[config.mk]
export PLATFORM = sky130hd
export DESIGN_NAME = stage_panel
export DESIGN_NICKNAME = d
export VERILOG_FILES = /design/src/rtl/panel_pkg.sv /design/src/rtl/blink_gen.sv /design/src/rtl/stage_panel.sv
export SDC_FILE = /design/constraint.sdc
export NUM_CORES = 1
export LEC_CHECK = 0
export CAP_MARGIN = 20
export CORE_MARGIN = 1.5
export CORE_UTILIZATION = 65
export CTS_CLUSTER_SIZE = 8
export DETAILED_ROUTE_END_ITERATION = 8
export PLACE_DENSITY = 0.86
export SYNTH_ARGS = -nofsm -noshare
export SYNTH_HDL_FRONTEND = slang
export SYNTH_SLANG_ARGS = --single-unit
[constraint.sdc]
create_clock -name clk -period 4.95 [get_ports clk]
set_input_delay 0.495 -clock clk [delete_from_list [all_inputs] [get_ports clk]]
set_output_delay 0.495 -clock clk [all_outputs]
set_load 0.1 [all_outputs]
[src/rtl/panel_pkg.sv]
// panel_pkg: shared encodings for the stage indicator panel.
// Optional macro STAGE_PANEL_KEY_BEEP_EN adds the KEY state (key-click beep).
package panel_pkg;

  // Washer program run state as reported by the main controller.
  typedef enum logic [1:0] {
    RS_IDLE  = 2'd0,
    RS_RUN   = 2'd1,
    RS_PAUSE = 2'd2,
    RS_DONE  = 2'd3
  } run_state_t;

  // Buzzer sequencer states.
  typedef enum logic [2:0] {
    IDLE  = 3'd0,
`ifdef STAGE_PANEL_KEY_BEEP_EN
    KEY   = 3'd1,
`endif
    D_ON  = 3'd2,
    D_OFF = 3'd3,
    D_GAP = 3'd4
  } buzz_state_t;

  // Bits needed to hold values 0..max_val (at least one bit).
  function automatic int cnt_width(input int max_val);
    return (max_val < 1) ? 1 : $clog2(max_val + 1);
  endfunction

endpackage

[src/rtl/blink_gen.sv]
// blink_gen: half-period prescaler driving the running-stage blink phase.
// phase is the value the phase flop takes at this edge, so a registered
// consumer sampling it shows the new phase in the same cycle as this block.
module blink_gen import panel_pkg::*; #(
  parameter int HALF = 4
) (
  input  logic clk,
  input  logic reset,
  input  logic restart,
  output logic phase
);

  localparam int CW = cnt_width(HALF);

  logic [CW-1:0] r_cnt;
  logic          r_phase;
  logic          w_wrap;

  assign w_wrap = (r_cnt == CW'(HALF - 1));
  assign phase  = restart ? 1'b1 : (w_wrap ? ~r_phase : r_phase);

  // Free-running prescaler; restart realigns to a fresh high phase.
  always_ff @(posedge clk or negedge reset) begin
    if (!reset) begin
      r_cnt   <= '0;
      r_phase <= 1'b1;
    end else if (restart) begin
      r_cnt   <= '0;
      r_phase <= 1'b1;
    end else if (w_wrap) begin
      r_cnt   <= '0;
      r_phase <= ~r_phase;
    end else begin
      r_cnt   <= r_cnt + CW'(1);
    end
  end

endmodule

[src/rtl/stage_panel.sv]
// stage_panel: program-stage lights, start light and buzzer sequencer.
// Define STAGE_PANEL_KEY_BEEP_EN to enable the key-click beep (KEY state).
module stage_panel import panel_pkg::*; #(
  parameter int STAGES          = 3,
  parameter int CLK_HZ          = 100_000_000,
  parameter int BEEP_GROUPS     = 3,
  parameter int BEEPS_PER_GROUP = 3
) (
  input  logic                        clk,
  input  logic                        reset,
  input  logic                        power,
  input  logic [STAGES-1:0]           stage_mask,
  input  logic [$clog2(STAGES)-1:0]   cur_stage,
  input  run_state_t                  run_state,
  input  logic                        key_evt,
  output logic [STAGES-1:0]           stage_light,
  output logic                        start_light,
  output logic                        buzzer,
  output logic                        busy
);

  localparam int BEEP_LEN = CLK_HZ / 4;
  localparam int GAP_LEN  = CLK_HZ / 2;
  localparam int CW       = cnt_width(GAP_LEN);
  localparam int BW       = cnt_width(BEEPS_PER_GROUP);
  localparam int GW       = cnt_width(BEEP_GROUPS);

  buzz_state_t       r_state, w_state_next;
  logic [CW-1:0]     r_cnt, w_cnt_next;
  logic [BW-1:0]     r_beep, w_beep_next;
  logic [GW-1:0]     r_group, w_group_next;
  run_state_t        r_run_prev;
  logic [STAGES-1:0] r_stage_light, w_stage_next;
  logic              r_start_light, r_buzzer, r_busy;
  logic              w_buzzer_next, w_busy_next;
  logic              w_restart, w_done_edge, w_phase, w_cur_ok;

`ifndef STAGE_PANEL_KEY_BEEP_EN
  logic w_key_unused;
  assign w_key_unused = key_evt;
`endif

  // While unpowered the prescaler is held cleared; run entry restarts it high.
  assign w_restart   = !power || ((run_state == RS_RUN) && (r_run_prev != RS_RUN));
  assign w_done_edge = power && (run_state == RS_DONE) && (r_run_prev != RS_DONE);
  assign w_cur_ok    = (int'(cur_stage) < STAGES);

  blink_gen #(.HALF(CLK_HZ / 2)) u_blink (
    .clk     (clk),
    .reset   (reset),
    .restart (w_restart),
    .phase   (w_phase)
  );

  // Stage lights: mask, with the running stage replaced by the blink phase.
  always_comb begin
    w_stage_next = stage_mask;
    if ((run_state == RS_RUN) && w_cur_ok)
      w_stage_next[cur_stage] = w_phase;
  end

  // Buzzer sequencer next-state and next-output decode.
  always_comb begin
    w_state_next = r_state;
    w_cnt_next   = r_cnt;
    w_beep_next  = r_beep;
    w_group_next = r_group;
    if (!power) begin
      w_state_next = IDLE;
      w_cnt_next   = '0;
      w_beep_next  = '0;
      w_group_next = '0;
    end else if (w_done_edge) begin
      w_state_next = D_ON;
      w_cnt_next   = '0;
      w_beep_next  = '0;
      w_group_next = '0;
    end else begin
      case (r_state)
        IDLE: begin
`ifdef STAGE_PANEL_KEY_BEEP_EN
          if (key_evt) begin
            w_state_next = KEY;
            w_cnt_next   = '0;
          end
`endif
        end
`ifdef STAGE_PANEL_KEY_BEEP_EN
        KEY: begin
          if (r_cnt == CW'(BEEP_LEN - 1)) begin
            w_state_next = IDLE;
            w_cnt_next   = '0;
          end else begin
            w_cnt_next   = r_cnt + CW'(1);
          end
        end
`endif
        D_ON, D_OFF, D_GAP: begin
          if (run_state != RS_DONE) begin
            w_state_next = IDLE;
            w_cnt_next   = '0;
            w_beep_next  = '0;
            w_group_next = '0;
          end else if (r_state == D_ON) begin
            if (r_cnt == CW'(BEEP_LEN - 1)) begin
              w_state_next = D_OFF;
              w_cnt_next   = '0;
            end else begin
              w_cnt_next   = r_cnt + CW'(1);
            end
          end else if (r_state == D_GAP) begin
            if (r_cnt == CW'(GAP_LEN - 1)) begin
              w_state_next = D_ON;
              w_cnt_next   = '0;
            end else begin
              w_cnt_next   = r_cnt + CW'(1);
            end
          end else if (r_cnt != CW'(BEEP_LEN - 1)) begin
            w_cnt_next = r_cnt + CW'(1);
          end else begin
            // End of a D_OFF: next beep, next group, or pattern complete.
            w_cnt_next = '0;
            if (r_beep != BW'(BEEPS_PER_GROUP - 1)) begin
              w_beep_next  = r_beep + BW'(1);
              w_state_next = D_ON;
            end else if (r_group != GW'(BEEP_GROUPS - 1)) begin
              w_beep_next  = '0;
              w_group_next = r_group + GW'(1);
              w_state_next = D_GAP;
            end else begin
              w_beep_next  = '0;
              w_group_next = '0;
              w_state_next = IDLE;
            end
          end
        end
        default: begin
          w_state_next = IDLE;
          w_cnt_next   = '0;
          w_beep_next  = '0;
          w_group_next = '0;
        end
      endcase
    end
    w_buzzer_next = (w_state_next == D_ON);
`ifdef STAGE_PANEL_KEY_BEEP_EN
    if (w_state_next == KEY)
      w_buzzer_next = 1'b1;
`endif
    w_busy_next = (w_state_next != IDLE);
  end

  // Sequencer state, counters and run_state history.
  always_ff @(posedge clk or negedge reset) begin
    if (!reset) begin
      r_state    <= IDLE;
      r_cnt      <= '0;
      r_beep     <= '0;
      r_group    <= '0;
      r_run_prev <= RS_IDLE;
    end else begin
      r_state    <= w_state_next;
      r_cnt      <= w_cnt_next;
      r_beep     <= w_beep_next;
      r_group    <= w_group_next;
      r_run_prev <= run_state;
    end
  end

  // Output registers; everything dark while unpowered.
  always_ff @(posedge clk or negedge reset) begin
    if (!reset) begin
      r_stage_light <= '0;
      r_start_light <= 1'b0;
      r_buzzer      <= 1'b0;
      r_busy        <= 1'b0;
    end else if (!power) begin
      r_stage_light <= '0;
      r_start_light <= 1'b0;
      r_buzzer      <= 1'b0;
      r_busy        <= 1'b0;
    end else begin
      r_stage_light <= w_stage_next;
      r_start_light <= (run_state == RS_RUN);
      r_buzzer      <= w_buzzer_next;
      r_busy        <= w_busy_next;
    end
  end

  assign stage_light = r_stage_light;
  assign start_light = r_start_light;
  assign buzzer      = r_buzzer;
  assign busy        = r_busy;

endmodule

==> results.toml, run 1 <==
[setup_path]
cp.required_ps = 5160
max_stage_delay_ps = 690
path_cells = "ha_1 -> nand3_1 -> or4_4 -> o32ai_4 -> a21oi_2 -> nor2_2 -> o22ai_1"
crit_path_end_kind = "flop"
slowest_stage = "or4_4"
arrival_ps = 3090
r2r_cells = 7
critPathKind = "flop to flop"
start_kind = "flop"
worstPathMaxFanout = 17

[yosys]
async_reset_ff_frac = 1.00
synth_nets = 377
synthCells = 364
yosysSeqAreaShare = 0.482
avgSynthCellArea_um2 = 9.70
yosysUniqueCellTypes = 56
yosys_warnings = 0
synth_edf_count = 0
ys_ff_latch = 68
ys.flop_type = "dfrtp_1"
syn_area_mm2 = 0.00353

[global_routing]
grt_first_pass_wirelength_um = 12700
first_global_vias = 2718
grt.busiest_layer = "met2"
grt_max_degree = 69
grt_usage = 0.275
gr-usage-met3 = 0.0512
grt_use_met1 = 0.352
grtUsageMet2 = 0.453
antenna_found_initial = 0
grt-ovfl-total = 0

[cts]
ctsLongestPathBuffers = 2
clk_pin_slew_ps = 70
cts.sinks = 68
clockRootBuffer = "clkbuf_8"
cts_hold_buffers = 0
cts_tree = "built"
cts.repair.resized = 0
post_cts_buffers = 0
cts_buffers = 9
htreeDepth = 3
worstSkewPairLatency_ps = 340

[sta]
min_period_ps = 2880
finalMaxSlewViolations = 0
fin_crit_sh = 0.582
holdWs_ps = 296
finalClockSkew_ps = 6.52
finalSetupViolCount = 0
rsz0062_at_grt = "false"
relSlewSlack = 0.349
hold_viol_final = 0
tns_ps = 0
fmax_mhz = 347
tightest_slew_ps = 973

[power_and_ir_drop]
clkPwrFrac = 0.391
p_seq_frac = 0.540
p_int_mw = 0.789
switching_share = 0.246
comb_power_share = 0.069
ir_drop_mv = 0.236
p_sw_mw = 0.257
power.total_mw = 1.05
p_per_area_mw_per_mm2 = 268
p_leak_nw = 1.72

[drt]
ant_nets = 0
drt_iter0_drc = 257
wire_per_inst_um = 16.0
dr.pass1.iters = 4
postRouteWirelength_um = 7350
route.detailed.drc = 0
viasPerCell = 6.11
vias = 2797

[cells_and_area]
fill_cells = 367
areaGrowthSynthToFinish_pct = 10.7
num_antenna_cells = 0
seq_area_mm2 = 0.00170
nets = 396
final_cell_area_mm2 = 0.00391
multiInputGateArea_mm2 = 0.00176
layout-drive-gt1-share = 0.0876

[floorplan]
die_w_um = 76.7
die_h_um = 76.7
dieArea_mm2 = 0.00588
fp.coreArea_mm2 = 0.00517
rows = 26
boundaryPins = 17
start_util = 0.683

[placed_design]
gp_congestion = 0.887
placed_area_mm2 = 0.00374
io_buffers = 15
place_hpwl_um = 4940

[min_path]
hold_class = "input port to async pin"

[status]
outcome = "finished clean"

[run]
maxCapViolCount = 0
[cells in the final DEF, fill, tap and decap left out, types with 2 or more instances in the layout]
cell type        instances
a211oi_1                 2
a21bo_2                  2
a21o_1                   7
a21oi_1                  9
a22o_1                   9
a31oi_1                  2
and3_1                  16
and4_1                   4
buf_4                    2
clkbuf_1                 3
clkbuf_8                11
clkdlybuf4s50_1         14
clkinv_2                 2
dfrtp_1                 67
ha_1                     2
inv_1                    6
mux2_2                   2
nand2_1                 32
nand2b_1                 3
nand3_1                 28
nand4_1                  8
nand4b_1                 2
nor2_1                  47
nor2b_1                  6
nor3_1                  12
nor3b_1                  4
nor4_1                   6
o21ai_0                 13
o22a_1                   2
or2_2                    3
or3_1                    3
xnor2_1                  9
xor2_1                  24
[power by group through the flow]
stage / combinational, mW / clock (mW) / sequential (mW)
floorplan: 0.0236 / 0 / 0.593
global placement: 0.0713 / 0 / 0.575
detailed placement: 0.0725 / 0 / 0.575
CTS: 0.0729 / 0.412 / 0.565
global route: 0.0786 / 0.439 / 0.565
finish: 0.0717 / 0.409 / 0.565
[metal layers]
| metal | wire, um | part of all wire | up-vias |
|---|---|---|---|
| met2 | 3700 | 0.50 | 70 |
| met1 | 3170 | 0.43 | 1367 |
| met5 | 0 | 0 | - |
| met4 | 129 | 0.018 | 0 |
| met3 | 344 | 0.047 | 12 |
| li1 | - | - | 1348 |
[layout make-up]
type,count,share of cell area
Clock inverter,2,0.00256
Inverter,6,0.00576
Sequential cell,68,0.436
Tap cell,70,0.0224
Multi-Input combinational cell,281,0.451
Clock buffer,14,0.0416
Timing Repair Buffer,17,0.0410
[worst max-delay path: cells and delay by family (launching register included)]
family | cells | cell delay (ps)
AND/OR/NAND/NOR | 3 | 1390
AO/OA/AOI/OAI | 3 | 770
flip-flops | 1 | 380
adder cells (fa/ha/maj) | 1 | 190
[state kept, by name, indices dropped and copies added (netlist names)]
register / count
busy: 1
stage_light: 3
r_beep: 2
u_blink.r_cnt: 26
buzzer: 1
r_cnt: 26
r_state: 3
r_group: 2
r_run_prev: 2
u_blink.r_phase: 1
start_light: 1
[worst paths after layout]
path	slack, ps	startpoint	endpoint
max in group asynchronous	4080	reset	r_cnt[18]
max reg2reg	2070	r_cnt[0]	r_cnt[18]
max	2070	r_cnt[0]	r_cnt[18]
min reg2reg	510	u_blink.r_cnt[0]	u_blink.r_cnt[0]
min	300	reset	r_beep[1]
min in group clk	510	u_blink.r_cnt[0]	u_blink.r_cnt[0]
[cell families (layout without fill, tap and decap cells)]
kind of cell               after synthesis  after routing  share of synthesized area
AOI/OAI and AO/OA                       58             58                      0.127
xor gates and xnor gates                33             33                     0.0819
adders and majority gates                2              2                    0.00709
buffers and inverters                   15             39                     0.0184
DFF                                     68             68                      0.482
muxes                                    3              3                    0.00921
and+or+nand+nor                        185            185                      0.274
[synth_stat cells (2+ instances only)]
library cell  count  share of area
o22a_1            2         0.0050
a21oi_1           9          0.013
nand2b_1          3         0.0053
or2_2             3         0.0053
xor2_1           24          0.060
dfrtp_1          67           0.47
a31oi_1           2         0.0035
nand3_1          28          0.040
a211oi_1          2         0.0043
nand4_1           8          0.014
mux2_2            2         0.0064
a22o_1            9          0.022
nor2_1           47          0.050
o21ai_0          13          0.018
and3_1           16          0.028
a21o_1            7          0.015
a21bo_2           2         0.0057
nor2b_1           6          0.011
inv_1             6         0.0064
nand2_1          32          0.034
or3_1             3         0.0053
nand4b_1          2         0.0050
and4_1            4         0.0099
nor3b_1           4         0.0085
xnor2_1           9          0.022
nor4_1            6          0.011
ha_1              2         0.0071
clkbuf_1          7         0.0074
nor3_1           12          0.017
[per-stage QoR]
stage / util / std cells / worst slack (ps)
finish: 0.756 / 458 / 2070
global route: 0.756 / 458 / 1880
CTS: 0.756 / 458 / 2070
detailed placement: 0.722 / 442 / 1980
global placement: 0.722 / 442 / 2060
floorplan: - / 364 / 2580
(Power assumes the default switching activity.)
==> inputs of run 2 (changes only) <==
--- a/config.mk
+++ b/config.mk
@@ -7,10 +7,10 @@
 export LEC_CHECK = 0
 export CAP_MARGIN = 20
 export CORE_MARGIN = 1.5
-export CORE_UTILIZATION = 65
+export CORE_UTILIZATION = 60
 export CTS_CLUSTER_SIZE = 8
 export DETAILED_ROUTE_END_ITERATION = 8
-export PLACE_DENSITY = 0.86
+export PLACE_DENSITY = 0.8
 export SYNTH_ARGS = -nofsm -noshare
 export SYNTH_HDL_FRONTEND = slang
 export SYNTH_SLANG_ARGS = --single-unit
==> constraint.sdc (replaced) <==
create_clock -name clk -period 2.65 [get_ports clk]
set_input_delay 0.265 -clock clk [delete_from_list [all_inputs] [get_ports clk]]
set_output_delay 0.265 -clock clk [all_outputs]
set_load 0.1 [all_outputs]
==> run 2 against run 1 <==
The flow now finishes with violations (negative hold slack). Utilization down 4.1 points. Sequential share of layout area fell by 1.1 points. Sequential cell count unchanged. Clock-buffer cell count stayed put. Critical path depth is 1 lower. First-iteration DRC count is 24% lower. Clock power is 84% higher. Fmax rose by 13%. Via count decreased by 1.4%. Wire length fell by 1.3%. Largest power group unchanged. Highest routed layer unchanged.
==> results.toml, run 2 (synthesis gave the netlist of run 1 again) <==
[status]
outcome = "finished with violations"
violations = "negative hold slack"

[setup_path]
reg2reg_to = "r_cnt[13]"
max_stage_delay_ps = 530
path_cells = "or4b_1 -> or4_4 -> o32ai_4 -> a21o_2 -> o21ai_0 -> a22o_1"
r2r_slack_ps = 90
r2r_cells = 6
arrival_ps = 2790
cp.required_ps = 2880
r2r-start = "r_cnt[6]"
critPathKind = "flop to flop"
crit_path_end_kind = "flop"
cp_top_family = "compound AO/OA/AOI/OAI gates"
worstPathMaxFanout = 13
start_kind = "flop"
path_buf_inv = 0
slowest_stage = "or4b_1"

[power_and_ir_drop]
p_leak_nw = 1.78
clkPwrFrac = 0.385
power.total_mw = 1.95
p_int_mw = 1.48
p_seq_frac = 0.541
p_sw_mw = 0.472
ir_drop_mv = 0.376
switching_share = 0.242
comb_power_share = 0.074
p_per_area_mw_per_mm2 = 487

[placed_design]
place_ws_ps = 110
placed_area_mm2 = 0.00383
dpl.cell_count = 455
place_hpwl_um = 5170
io_buffers = 15
gp_congestion = 0.876

[sta]
hold_viol_final = 2
tightest_slew_ps = 759
fmax_mhz = 391
relSlewSlack = 0.494
finalSetupViolCount = 0
holdWs_ps = -1.49
rsz0062_at_grt = "true"
fin_crit_sh = 0.966
finalClockSkew_ps = 7.87
tns_ps = 0
min_period_ps = 2560
finalMaxSlewViolations = 0
finalWorstSetupSlack_ps = 90.1

[cts]
ctsLongestPathBuffers = 2
clk_pin_slew_ps = 70
cts_tree = "built"
post_cts_buffers = 0
htreeDepth = 3
worstSkewPairLatency_ps = 340
cts.sinks = 68
cts_buffers = 9
clockRootBuffer = "clkbuf_8"
cts_hold_buffers = 0

[cells_and_area]
num_antenna_cells = 0
areaGrowthSynthToFinish_pct = 13.5
layout_top_registers = "r_cnt: 26 flops, u_blink.r_cnt: 26 flops"
layout-drive-gt1-share = 0.128
nets = 407
final_cell_area_mm2 = 0.00401
mostFrequentLayoutCells = "67 x dfrtp_1, 47 x nor2_1, 32 x nand2_1, 28 x nand3_1, 24 x xor2_1"
fin_cells = 470
utilization = 0.714
layout_commonest_cell = "dfrtp_1"

[global_routing]
grt_max_degree = 37
grt-ovfl-total = 0
first_global_vias = 2772
grt_first_pass_wirelength_um = 12600
antenna_found_initial = 0
grt_usage = 0.261

[floorplan]
die_w_um = 79.7
start_util = 0.630
rows = 27
dieArea_mm2 = 0.00635
die_h_um = 79.7
boundaryPins = 17
fp.coreArea_mm2 = 0.00561

[drt]
vias = 2757
wire_per_inst_um = 15.4
route.detailed.drc = 0
postRouteWirelength_um = 7250
viasPerCell = 5.87
ant_nets = 0
dr.pass1.iters = 4
drt_iter0_drc = 196

[min_path]
hold_class = "input port to async pin"

[run]
maxCapViolCount = 0
run 2: changes by cell type in the layout (fill, tap and decap cells not counted), sizes merged:
cell,change
clkdlybuf4s50,-6
buf,+17
clkinv,-2
clkinvlp,+1
run 2: power by group through the flow:
stage	combinational, mW	sequential, mW	clock, mW
floorplan	0.0440	1.11	0
global placement	0.143	1.07	0
detailed placement	0.145	1.07	0
CTS	0.145	1.06	0.764
global route	0.159	1.06	0.811
finish	0.144	1.06	0.752
run 2: timing repair:
item                                   4_1_cts  5_1_grt
gates resized for setup                      0        1
setup endpoints to repair                    0        4
endpoints found under the hold margin        0        0
run 2: how the worst max path moves through the flow:
stage / cells after the start / start / slack (ps) / to
floorplan: 6 / r_cnt[15] / 280 / r_cnt[22]
global placement: 6 / r_cnt[6] / 150 / r_cnt[8]
detailed placement: 7 / r_cnt[6] / 110 / r_cnt[9]
CTS: 6 / r_cnt[6] / 100 / r_cnt[13]
global route: 7 / r_cnt[6] / -20 / r_cnt[9]
finish: 6 / r_cnt[6] / 90 / r_cnt[13]
run 2: metal layers:
| metal | GRT usage | routed length, um | vias up |
|---|---|---|---|
| li1 | - | - | 1365 |
| met2 | 0.423 | 3560 | 45 |
| met5 | 0 | 0 | - |
| met4 | 0.121 | 102 | 0 |
| met3 | 0.0491 | 272 | 13 |
| met1 | 0.337 | 3310 | 1334 |
run 2: final cells by class:
class	count	area, um2
Tap cell	72	90.1
Inverter	6	22.5
Clock inverter	1	7.51
Fill cell	439	1600
Sequential cell	68	1700
Clock buffer	14	163
Multi-Input combinational cell	281	1770
Timing Repair Buffer	28	253
